$ cat src/rtl/hazard_ctrl_if.sv
// Hazard controller bundle: pipeline-side controls and status.
// Perf counter ports exist only when HAZ_PERF_CNT_EN is defined.
interface hazard_ctrl_if #(
  parameter int A_WIDTH = 5
`ifdef HAZ_PERF_CNT_EN
  ,
  parameter int CNT_W = 32
`endif
);
  logic [A_WIDTH-1:0] Rs1D, Rs2D;
  logic [A_WIDTH-1:0] Rs1E, Rs2E;
  logic [A_WIDTH-1:0] RdE, RdM, RdW;
  logic [1:0] ResultSrcE;
  logic RegWriteM, RegWriteW;
  logic PCSrcE;
  logic mem_req, mem_ready;
  logic StallF, StallD, StallE, StallM;
  logic FlushD, FlushE, FlushW;
  logic [1:0] ForwardAE, ForwardBE;
  logic mem_timeout;
`ifdef HAZ_PERF_CNT_EN
  logic [CNT_W-1:0] stall_cycles;
  logic [CNT_W-1:0] flush_events;
`endif

`ifdef HAZ_PERF_CNT_EN
  modport master (
    output Rs1D, Rs2D, Rs1E, Rs2E,
    output RdE, RdM, RdW, ResultSrcE,
    output RegWriteM, RegWriteW, PCSrcE,
    output mem_req, mem_ready,
    input  StallF, StallD, StallE, StallM,
    input  FlushD, FlushE, FlushW,
    input  ForwardAE, ForwardBE,
    input  mem_timeout,
    input  stall_cycles, flush_events
  );
  modport slave (
    input  Rs1D, Rs2D, Rs1E, Rs2E,
    input  RdE, RdM, RdW, ResultSrcE,
    input  RegWriteM, RegWriteW, PCSrcE,
    input  mem_req, mem_ready,
    output StallF, StallD, StallE, StallM,
    output FlushD, FlushE, FlushW,
    output ForwardAE, ForwardBE,
    output mem_timeout,
    output stall_cycles, flush_events
  );
`else
  modport master (
    output Rs1D, Rs2D, Rs1E, Rs2E,
    output RdE, RdM, RdW, ResultSrcE,
    output RegWriteM, RegWriteW, PCSrcE,
    output mem_req, mem_ready,
    input  StallF, StallD, StallE, StallM,
    input  FlushD, FlushE, FlushW,
    input  ForwardAE, ForwardBE,
    input  mem_timeout
  );
  modport slave (
    input  Rs1D, Rs2D, Rs1E, Rs2E,
    input  RdE, RdM, RdW, ResultSrcE,
    input  RegWriteM, RegWriteW, PCSrcE,
    input  mem_req, mem_ready,
    output StallF, StallD, StallE, StallM,
    output FlushD, FlushE, FlushW,
    output ForwardAE, ForwardBE,
    output mem_timeout
  );
`endif
endinterface

$ cat src/rtl/hazard_ctrl.sv
// RV32I 5-stage stall/flush/forward sequencer with memory-wait watchdog.
// Optional HAZ_PERF_CNT_EN adds stall_cycles / flush_events counters.
module hazard_ctrl #(
  parameter int A_WIDTH     = 5,
  parameter int TO_W        = 8,
  parameter int MEM_TIMEOUT = 200
`ifdef HAZ_PERF_CNT_EN
  ,
  parameter int CNT_W       = 32
`endif
) (
  input  logic          clk,
  input  logic          rst,
  hazard_ctrl_if.slave  hz
);

  typedef enum logic [1:0] {
    RUN,
    MEM_WAIT,
    ERR
  } state_e;

  state_e state_q, state_d;
  logic [TO_W-1:0] cnt_q, cnt_d;
  logic tmo_q, tmo_d;
  logic lwstall, memwait, run_ev, hold;

  function automatic logic [1:0] fwd_sel(
    input logic [A_WIDTH-1:0] rs
  );
    if (hz.RegWriteM && |hz.RdM &&
        hz.RdM == rs)
      return 2'b10;
    else if (hz.RegWriteW && |hz.RdW &&
             hz.RdW == rs)
      return 2'b01;
    else
      return 2'b00;
  endfunction

  assign memwait = hz.mem_req && !hz.mem_ready;
  assign lwstall = hz.ResultSrcE == 2'b01 &&
                   |hz.RdE &&
                   (hz.RdE == hz.Rs1D ||
                    hz.RdE == hz.Rs2D);

  always_comb begin
    state_d = state_q;
    cnt_d   = cnt_q;
    tmo_d   = tmo_q;
    run_ev  = 1'b0;
    hold    = 1'b0;
    unique case (state_q)
      RUN: begin
        if (memwait) begin
          hold    = 1'b1;
          state_d = MEM_WAIT;
          cnt_d   = TO_W'(1);
        end else begin
          run_ev = 1'b1;
        end
      end
      MEM_WAIT: begin
        if (memwait) begin
          hold = 1'b1;
          if (cnt_q == TO_W'(MEM_TIMEOUT)) begin
            state_d = ERR;
            tmo_d   = 1'b1;
          end else if (cnt_q != '1) begin
            cnt_d = cnt_q + 1'b1;
          end
        end else begin
          // mem_ready or a dropped req both release
          run_ev  = 1'b1;
          state_d = RUN;
          cnt_d   = '0;
        end
      end
      ERR:     hold = 1'b1;
      default: state_d = RUN;
    endcase
  end

  always_comb begin
    hz.StallF    = 1'b0;
    hz.StallD    = 1'b0;
    hz.StallE    = 1'b0;
    hz.StallM    = 1'b0;
    hz.FlushD    = 1'b0;
    hz.FlushE    = 1'b0;
    hz.FlushW    = 1'b0;
    hz.ForwardAE = fwd_sel(hz.Rs1E);
    hz.ForwardBE = fwd_sel(hz.Rs2E);
    if (rst) begin
      hz.FlushD    = 1'b1;
      hz.FlushE    = 1'b1;
      hz.FlushW    = 1'b1;
      hz.ForwardAE = 2'b00;
      hz.ForwardBE = 2'b00;
    end else if (hold) begin
      hz.StallF = 1'b1;
      hz.StallD = 1'b1;
      hz.StallE = 1'b1;
      hz.StallM = 1'b1;
      hz.FlushW = 1'b1;
    end else if (run_ev) begin
      if (hz.PCSrcE) begin
        hz.FlushD = 1'b1;
        hz.FlushE = 1'b1;
      end else if (lwstall) begin
        hz.StallF = 1'b1;
        hz.StallD = 1'b1;
        hz.FlushE = 1'b1;
      end
    end
  end

  always_ff @(posedge clk) begin
    if (rst) begin
      state_q <= RUN;
      cnt_q   <= '0;
      tmo_q   <= 1'b0;
    end else begin
      state_q <= state_d;
      cnt_q   <= cnt_d;
      tmo_q   <= tmo_d;
    end
  end

  assign hz.mem_timeout = tmo_q;

`ifdef HAZ_PERF_CNT_EN
  logic [CNT_W-1:0] stc_q, fle_q;

  always_ff @(posedge clk) begin
    if (rst) begin
      stc_q <= '0;
      fle_q <= '0;
    end else begin
      if (hz.StallF) stc_q <= stc_q + 1'b1;
      if (hz.FlushE) fle_q <= fle_q + 1'b1;
    end
  end

  assign hz.stall_cycles = stc_q;
  assign hz.flush_events = fle_q;
`endif

endmodule
$ cat src/flat_wrapper.sv
// flat-port wrapper written by rule: the top's interface ports become plain ports
module hazard_ctrl_flat 
#(
  parameter int A_WIDTH     = 5,
  parameter int TO_W        = 8,
  parameter int MEM_TIMEOUT = 200

)
  (clk, rst, hz_Rs1D, hz_Rs2D, hz_Rs1E, hz_Rs2E, hz_RdE, hz_RdM, hz_RdW, hz_ResultSrcE, hz_RegWriteM, hz_RegWriteW, hz_PCSrcE, hz_mem_req, hz_mem_ready, hz_StallF, hz_StallD, hz_StallE, hz_StallM, hz_FlushD, hz_FlushE, hz_FlushW, hz_ForwardAE, hz_ForwardBE, hz_mem_timeout);
  hazard_ctrl_if #(.A_WIDTH(A_WIDTH)) hz_i ();
  input  logic clk;
  input  logic rst;
  input wire logic [$bits(hz_i.Rs1D)-1:0] hz_Rs1D;
  input wire logic [$bits(hz_i.Rs2D)-1:0] hz_Rs2D;
  input wire logic [$bits(hz_i.Rs1E)-1:0] hz_Rs1E;
  input wire logic [$bits(hz_i.Rs2E)-1:0] hz_Rs2E;
  input wire logic [$bits(hz_i.RdE)-1:0] hz_RdE;
  input wire logic [$bits(hz_i.RdM)-1:0] hz_RdM;
  input wire logic [$bits(hz_i.RdW)-1:0] hz_RdW;
  input wire logic [$bits(hz_i.ResultSrcE)-1:0] hz_ResultSrcE;
  input wire logic [$bits(hz_i.RegWriteM)-1:0] hz_RegWriteM;
  input wire logic [$bits(hz_i.RegWriteW)-1:0] hz_RegWriteW;
  input wire logic [$bits(hz_i.PCSrcE)-1:0] hz_PCSrcE;
  input wire logic [$bits(hz_i.mem_req)-1:0] hz_mem_req;
  input wire logic [$bits(hz_i.mem_ready)-1:0] hz_mem_ready;
  output wire logic [$bits(hz_i.StallF)-1:0] hz_StallF;
  output wire logic [$bits(hz_i.StallD)-1:0] hz_StallD;
  output wire logic [$bits(hz_i.StallE)-1:0] hz_StallE;
  output wire logic [$bits(hz_i.StallM)-1:0] hz_StallM;
  output wire logic [$bits(hz_i.FlushD)-1:0] hz_FlushD;
  output wire logic [$bits(hz_i.FlushE)-1:0] hz_FlushE;
  output wire logic [$bits(hz_i.FlushW)-1:0] hz_FlushW;
  output wire logic [$bits(hz_i.ForwardAE)-1:0] hz_ForwardAE;
  output wire logic [$bits(hz_i.ForwardBE)-1:0] hz_ForwardBE;
  output wire logic [$bits(hz_i.mem_timeout)-1:0] hz_mem_timeout;
  assign hz_i.Rs1D = hz_Rs1D;
  assign hz_i.Rs2D = hz_Rs2D;
  assign hz_i.Rs1E = hz_Rs1E;
  assign hz_i.Rs2E = hz_Rs2E;
  assign hz_i.RdE = hz_RdE;
  assign hz_i.RdM = hz_RdM;
  assign hz_i.RdW = hz_RdW;
  assign hz_i.ResultSrcE = hz_ResultSrcE;
  assign hz_i.RegWriteM = hz_RegWriteM;
  assign hz_i.RegWriteW = hz_RegWriteW;
  assign hz_i.PCSrcE = hz_PCSrcE;
  assign hz_i.mem_req = hz_mem_req;
  assign hz_i.mem_ready = hz_mem_ready;
  assign hz_StallF = hz_i.StallF;
  assign hz_StallD = hz_i.StallD;
  assign hz_StallE = hz_i.StallE;
  assign hz_StallM = hz_i.StallM;
  assign hz_FlushD = hz_i.FlushD;
  assign hz_FlushE = hz_i.FlushE;
  assign hz_FlushW = hz_i.FlushW;
  assign hz_ForwardAE = hz_i.ForwardAE;
  assign hz_ForwardBE = hz_i.ForwardBE;
  assign hz_mem_timeout = hz_i.mem_timeout;
  hazard_ctrl #(.A_WIDTH(A_WIDTH), .TO_W(TO_W), .MEM_TIMEOUT(MEM_TIMEOUT)) u_core (.clk(clk), .rst(rst), .hz(hz_i));
endmodule
$ cat config.mk
export PLATFORM = sky130hd
export DESIGN_NAME = hazard_ctrl_flat
export DESIGN_NICKNAME = d
export VERILOG_FILES = /design/src/rtl/hazard_ctrl_if.sv /design/src/rtl/hazard_ctrl.sv /design/src/flat_wrapper.sv
export SDC_FILE = /design/constraint.sdc
export NUM_CORES = 1
export LEC_CHECK = 0
export BUFFER_PORTS_ARGS = -buffer_cell sky130_fd_sc_hd__buf_2
export CORE_MARGIN = 2
export CORE_UTILIZATION = 50
export DETAILED_ROUTE_END_ITERATION = 6
export HOLD_SLACK_MARGIN = 0.1
export PLACE_DENSITY_LB_ADDON = 0.15
export SETUP_SLACK_MARGIN = 0.15
export SLEW_MARGIN = 20
export SYNTH_ARGS = -nofsm -noshare
export SYNTH_HDL_FRONTEND = slang
export SYNTH_SLANG_ARGS = --single-unit
$ cat constraint.sdc
create_clock -name clk -period 4 [get_ports clk]
set_clock_uncertainty 0.1 [all_clocks]
set_input_delay 0.4 -clock clk [delete_from_list [all_inputs] [get_ports clk]]
set_output_delay 0.4 -clock clk [all_outputs]
set_load 0.005 [all_outputs]
# ---- After elaboration in Yosys (flattened, before gate mapping)
# Index checks and enable logic that the tools add are counted.
dict set report totals {
  romBits 0
  output_inout_bits 12
  elab_cells 75
  inputBits 44
  regBits 11
  latchBits 0
  n_memories 0
  ramBits 0
}
dict set report classes {
  n_bitwise 1
  n_eq_ne 15
  shifts 0
  add_sub_neg 1
  n_reduce_logical 20
  n_div 0
  order_cmp 0
  mux 35
  mul 0
}
# op count
set ops {}
lappend ops {{$mux 8} 4}
lappend ops {{$eq 5x5->1} 6}
lappend ops {{$mux 1} 21}
lappend ops {{$pmux 8 s2} 1}
lappend ops {{$reduce_or 5->1} 3}
lappend ops {{$mux 2} 7}
lappend ops {{$logic_and 1x1->1} 9}
lappend ops {{$ne 3x3->1 const B} 3}
lappend ops {{$add 8x1->8 const B} 1}
lappend ops {{$eq 8x8->1 const B} 1}
lappend ops {{$ne 8x8->1 const B} 1}
lappend ops {{$pmux 2 s3} 1}
lappend ops {{$reduce_and 3->1} 2}
lappend ops {{$eq 2x1->1 const B} 2}
lappend ops {{$reduce_and 4->1} 1}
lappend ops {{$eq 2x2->1 const B} 1}
lappend ops {{$logic_not 2->1} 1}
lappend ops {{$ne 2x1->1 const B} 1}
lappend ops {{$pmux 1 s2} 1}
lappend ops {{$reduce_bool 2->1} 1}
lappend ops {{$reduce_or 2->1} 1}
lappend ops {{$logic_not 1->1} 1}
lappend ops {{$logic_or 1x1->1} 1}
lappend ops {{$not 1->1} 1}

# ---- Depth between registers and ports, before layout
# Gate-level depths: netlist (run 1).
dict set report logic_depth {
  depth_word 8
  ltp_mapped 6
  depth_no_buf 6
}

# ---- Least setup slack after synthesis (run 1)
# OpenSTA, ideal clock, no wires.
dict set report synth_path {
  kind {input-to-output}
  startpoint {in hz_RdM[0]}
  endpoint {out hz_ForwardAE[0]}
  t_required_ns 3.500
  slack_ns 2.031
  n_path_buf 0
  t_arrival_ns 1.469
  path_stages 4
  cell_sequence {or4_1 > o21ai_2 > nor3_1 > nor4_2}
}
dict set report synth_between {
  elab_chain_len 5
  elab_cells_between_ends 6
}
# element line_no
set synth_lines {}
lappend synth_lines {{start, declared} flat_wrapper.sv:18} ;# input wire logic [$bits(hz_i.RdM)-1:0] hz_RdM;
lappend synth_lines {{$reduce_or 5->1} hazard_ctrl.sv:31} ;# if (hz.RegWriteM && |hz.RdM &&
lappend synth_lines {{$logic_and 1x1->1} hazard_ctrl.sv:31}
lappend synth_lines {{$logic_and 1x1->1 *} hazard_ctrl.sv:31}
lappend synth_lines {{$mux 2 *} hazard_ctrl.sv:31}
lappend synth_lines {{$mux 2 *} hazard_ctrl.sv:94} ;# if (rst) begin
lappend synth_lines {{end, declared} flat_wrapper.sv:33} ;# output wire logic [$bits(hz_i.ForwardAE)-1:0] hz_ForwardAE;
# Every way passes the cells marked *; elsewhere a longest branch is shown, timed or not.

# ---- Final worst setup path (run 1)
# Ends and elaborated chain as after synthesis.

==> metrics.cfg, run 1 <==
[status]
status = finished clean

[timing]
layout_min_cycle_time_ps = 2266
final_max_slew_viol_count = 0
rsz0062_at_grt = no
slew_headroom_pct = 64.27
min_period_over_period_pct = 56.65
final-setup-viol-count = 0
fin_setup_tns_ps = 0
hold_slack_ps = 352.0
worst_pin_slew_ps = 535.9
worst_slack_ps = 1734
finalHoldViolCount = 0
fmax_mhz = 441.3

[job]
timing.max_cap.violations = 0

[logic_synthesis]
synth.most_common_cell = xor2_1
synthCells = 139
syn_area_per_cell_sq_um = 8.533
ys_warn_count = 0
ys_types = 44
ys_seq_area_share_pct = 18.57
yosysTopAreaCellShare_pct = 18.57
synth_edf_count = 0
yosys-top-cells-area = dfxtp_1 (19%), xor2_1 (15%), xnor2_1 (7.4%)
syn_area_sq_um = 1186
netlist_top_cells_count = xor2_1 (20), dfxtp_1 (11), xnor2_1 (10), inv_1 (8), nand2_1 (7)
synthesis.nets = 185
netlist.top_cell.by_area = dfxtp_1
synth_seq_cells = 11
async_reset_ff_share_pct = 0
ys.flop_type = dfxtp_1

[worst_setup_path]
crit_chain = buf_2, or4_1, o21ai_2, nor3_1, nor4_2, buf_2
critPathKind = in -> out
crit_family = simple AND/OR/NAND/NOR gates
crit_path_end_kind = primary output
cp_common_cell = buf_2
cpMaxStageDelayCell = or4_1
path_max_fanout = 4
cp_data_arrival_time_ps = 1770
startpoint_type = input port
cp_slowest_stage_delay_ps = 550
worstPathRequired_ps = 3500
path_buf_inv = 2

[clock_network]
ctsHoldBuffers = 0
postCtsSetupBuffers = 0
clk_latency_ps = 280
cts_sinks = 11
cts_inserted_buffers = 3
htreeDepth = 1
ctsResizeCount = 0
clock_path_buffers = 2
cts_tree = yes
path_clk_slew_ps = 70
cts_root_buffer = clkbuf_4

[cells_and_area]
utilization_pct = 65.66
nFillCells = 203
nNetsFinal = 240
n_antenna_cell = 0
area_growth_pct = 23.63
drive_above_1_share_pct = 37.31
instances_no_fill = 221

[power]
ir_worst_vdd_mv = 0.1986
power_density_nw_per_um2 = 193.1
p_leak_nw = 0.5827

[routing]
wirelength_microns = 3066
vias = 1277
post_drt_via_cell_ratio = 5.778
drt_iter0_markers = 26
ant_nets = 0
wire_per_inst_microns = 13.87
dr.pass1.iters = 4
drc_errors = 0

[global_routing]
antenna_found_initial = 0
grt-ovfl-total = 0
grt_max_degree = 22
grt_use_total_pct = 22.95
grt_pass1_wl_microns = 4747
grt_pass1_vias = 1202

[floorplan]
initial_core_util_pct = 53.11
core_area_sq_um = 2233
die_y_microns = 52.71
io_pins = 56
dieWidth_microns = 52.71
die_area_sq_um = 2778
row_count = 17

[place]
dp_hpwl_microns = 2506
placedCellCount = 217
place.port_buffers = 55
gp_congestion = 0.8557
dp_slack_ps = 1715

[worst_hold_path]
hp-class = in -> reg

-- state kept, by name (all words and copies together), names as in the netlist --
name and cells:
u_core.cnt_q 8, u_core.hz.mem_timeout 1, u_core.state_q 2
-- through the flow --
step	area, sq um	power [mW]
floorplan	1186	0.1655
global placement	1440	0.2028
detailed placement	1440	0.2060
CTS	1466	0.2859
global route	1466	0.3029
finish	1466	0.2831
-- final timing paths --
path                          from               endpoint  slack (ps)  cells after the start
max reg2reg        u_core.cnt_q[0]        u_core.cnt_q[6]        2220                      6
min reg2reg  u_core.hz.mem_timeout  u_core.hz.mem_timeout         360                      2
min                     hz_mem_req      u_core.state_q[0]         350                      3
max                      hz_RdM[0]        hz_ForwardAE[0]        1730                      6
-- metal layers --
layer,up-vias,track usage (%),routed length [microns]
met5,-,0,0
met4,0,9.829,26
li1,635,-,-
met1,580,25.81,1263
met3,6,6.000,244
met2,56,40.21,1531
-- final cells by class --
cell class	count	area, sq um	share of cell area (%)
inverters	8	30.03	2.048
repair buffers	55	275.3	18.77
clock buffers	4	26.28	1.792
flip-flops and latches	11	220.2	15.02
multi-input cells	115	879.6	59.98
well taps	28	35.03	2.389
-- tightest hold or removal path: cells and delay by family --
kind	cells	cell delay, ps
simple gates	2	170
buf+inv	1	120
-- power breakdown --
part           internal [mW]  switching [mW]  total [mW]
Clock                 0.0388          0.0403      0.0790
Sequential             0.111         0.00187       0.113
Combinational         0.0445          0.0469      0.0914
Total                  0.194          0.0890       0.283
-- cells by family (layout without fill, tap and decap cells) --
family | Yosys count | in the layout | synth area share, %
and+or+nand+nor | 52 | 52 | 29.54
AOI/OAI and AO/OA | 31 | 31 | 20.36
xor gates and xnor gates | 30 | 30 | 22.15
buffers and inverters | 13 | 67 | 7.278
DFF | 11 | 11 | 18.57
adders and majority gates | 2 | 2 | 2.109
-- cell usage in the layout (no fill, tap or decap), types with 3 or more instances in the layout --
cell type / instances
nor4_1: 3
dfxtp_1: 11
nand4b_1: 3
a21oi_1: 5
a31oi_1: 3
xnor2_1: 10
a211oi_1: 5
buf_2: 55
or4_1: 6
nand3_1: 5
nand2_1: 7
xor2_1: 20
clkbuf_4: 3
nor3_1: 4
nor2_1: 5
inv_1: 8
Power figures use the tool's default switching activity.
==> inputs of run 2 (changes only) <==
--- a/config.mk
+++ b/config.mk
@@ -7,7 +7,7 @@
 export LEC_CHECK = 0
 export BUFFER_PORTS_ARGS = -buffer_cell sky130_fd_sc_hd__buf_2
 export CORE_MARGIN = 2
-export CORE_UTILIZATION = 50
+export CORE_UTILIZATION = 46
 export DETAILED_ROUTE_END_ITERATION = 6
 export HOLD_SLACK_MARGIN = 0.1
 export PLACE_DENSITY_LB_ADDON = 0.15
==> constraint.sdc (replaced) <==
create_clock -name clk -period 2.2 [get_ports clk]
set_clock_uncertainty 0.1 [all_clocks]
set_input_delay 0.22 -clock clk [delete_from_list [all_inputs] [get_ports clk]]
set_output_delay 0.22 -clock clk [all_outputs]
set_load 0.005 [all_outputs]
==> run 2 against run 1 <==
  * Routed wire length down 2.4%
  * Critical path depth unchanged
  * Global-route usage down 3.4 points
  * First-iteration DRC count down 23%
  * Register-to-register slack worse by 1800 ps
  * Die area up 8.0%
==> metrics.cfg, run 2 (synthesis gave the netlist of run 1 again) <==
[cells_and_area]
final_common_cell = buf_2
drive_above_1_share_pct = 37.82  ; +0.52 points
largest_reg_flops = 8  ; unchanged
nNetsFinal = 240  ; unchanged
top_register = u_core.cnt_q
area_growth_pct = 24.26
final_cell_mix = buf_2 (55), xor2_1 (20), dfxtp_1 (11)
n_antenna_cell = 0  ; unchanged
design_area_sq_um = 1474  ; +0.51%

[worst_hold_path]
whs_endpoint = u_core.state_q[0]
min_from = hz_mem_req
worstHoldPathCells = 3  ; unchanged
hp-class = in -> reg

[routing]
post_drt_via_cell_ratio = 5.659  ; -2.1%
drt_iter0_markers = 20  ; -23%
dr.pass1.iters = 4  ; unchanged
wirelength_microns = 2992  ; -2.4%
drc_errors = 0  ; unchanged
vias = 1262  ; -1.2%
ant_nets = 0  ; unchanged
wire_per_inst_microns = 13.42  ; -3.3%

[power]
ir_worst_vdd_mv = 0.2759  ; +39%
power_density_nw_per_um2 = 347.5  ; +80%
p_leak_nw = 0.5853  ; +0.44%

[worst_setup_path]
cpMaxStageDelayCell = or4_1
r2r_start = u_core.cnt_q[0]
cp_data_arrival_time_ps = 1600  ; -170 ps
crit_chain = buf_2, or4_1, o21ai_2, nor3_1, nor4_2, buf_2
worstPathRequired_ps = 1880  ; -1620 ps
critPathKind = in -> out
startpoint_type = input port
crit_path_end_kind = primary output
cp_slowest_stage_delay_ps = 560  ; about the same
r2r_slack_ps = 420  ; -1800 ps
path_max_fanout = 4  ; unchanged
rr_endpoint = u_core.cnt_q[4]
cp_common_cell = buf_2
ff2ff_path_depth = 6  ; unchanged

[timing]
layout_min_cycle_time_ps = 1916
min_period_over_period_pct = 87.10
fmax_mhz = 521.9
finalHoldViolCount = 0  ; unchanged
final-setup-viol-count = 0  ; unchanged
rsz0062_at_grt = no
fin_setup_tns_ps = 0  ; unchanged
final_max_slew_viol_count = 0  ; unchanged
worst_pin_slew_ps = 552.7  ; +16.81 ps
slew_headroom_pct = 63.15  ; -1.1 points

[global_routing]
grt_pass1_wl_microns = 4347  ; -8.4%
grt_pass1_vias = 1007  ; -16%
antenna_found_initial = 0  ; unchanged
grt_use_total_pct = 19.58  ; -3.4 points
grt-ovfl-total = 0  ; unchanged
grt_max_degree = 22  ; unchanged

[place]
gp_congestion = 0.8213  ; -4.0%
dp_hpwl_microns = 2436  ; -2.8%
place.port_buffers = 55  ; unchanged
placed_area_sq_um = 1443  ; +0.17%

[floorplan]
die_y_microns = 54.78  ; +3.9%
dieWidth_microns = 54.78  ; +3.9%
core_area_sq_um = 2455  ; +9.9%
row_count = 18  ; +1
die_area_sq_um = 3001  ; +8.0%
io_pins = 56  ; unchanged
initial_core_util_pct = 48.32  ; -4.8 points

[clock_network]
htreeDepth = 1  ; unchanged
cts_root_buffer = clkbuf_4
clk_latency_ps = 270  ; about the same
cts_sinks = 11  ; unchanged
cts_tree = yes
cts_inserted_buffers = 3  ; unchanged
clock_path_buffers = 2  ; unchanged
path_clk_slew_ps = 70  ; about the same

[job]
timing.max_cap.violations = 0  ; unchanged

[status]
status = finished clean

-- run 2: report_power, final --
part	total (mW)	internal, mW	switching, mW
logic	0.166	0.0814	0.0845
clock network	0.142	0.0703	0.0713
registers	0.205	0.201	0.00316
total	0.512	0.353	0.159
-- run 2: final cells by class --
| type | instances | area [sq um] |
|---|---|---|
| clock buffers | 4 | 26.28 |
| multi-input cells | 115 | 884.6 |
| well taps | 30 | 37.54 |
| inverters | 8 | 30.03 |
| flip-flops and latches | 11 | 220.2 |
| fillers | 229 | 980.9 |
| repair buffers | 55 | 275.3 |
-- run 2: worst max-delay path by stage --
stage / from / to / slack, ps / depth (start not counted)
final: hz_RdM[0] / hz_ForwardAE[0] / 280 / 6
after floorplan: u_core.cnt_q[0] / u_core.cnt_q[7] / 580 / 6
after global placement: hz_RdM[0] / hz_ForwardBE[0] / 330 / 6
after global routing: hz_RdM[0] / hz_ForwardAE[0] / 170 / 6
after detailed placement: hz_RdM[0] / hz_ForwardAE[0] / 280 / 6
after CTS: hz_RdM[0] / hz_ForwardAE[0] / 270 / 6
-- run 2: per-layer routing --
layer  share of wire, %  wire (microns)  GRT usage [%]  up-vias
met1                 45            1343          24.96      571
met3                7.1             211          4.918        4
li1                   -               -              -      631
met4               0.70              21          3.333        0
met5                  0               0              0        -
met2                 47            1415          33.33       56
-- run 2: timing repair --
| action | CTS | global route |
|---|---|---|
| resized for setup | 0 | 1 |
| hold buffers | 0 | 0 |
| endpoints found under the setup margin | 0 | 2 |
| buffers inserted | 0 | 0 |
-- run 2: critical path: cells and delay by family --
| family | cells | cell delay [ps] |
|---|---|---|
| AND/OR/NAND/NOR | 3 | 910 |
| buffers and inverters | 2 | 270 |
| AO/OA/AOI/OAI | 1 | 200 |
-- run 2: metrics by stage --
stage | instances | setup WS (ps) | hold slack (ps) | total power, mW | utilization [%]
floorplan | 139 | 578.5 | 308.0 | 0.3008 | -
global placement | 219 | 332.7 | 331.5 | 0.3701 | 58.77
detailed placement | 219 | 276.6 | 337.5 | 0.3736 | 58.77
CTS | 223 | 271.5 | 192.4 | 0.5123 | 59.84
global route | 223 | 165.7 | 200.0 | 0.5458 | 60.04
finish | 223 | 283.8 | 187.0 | 0.5121 | 60.04
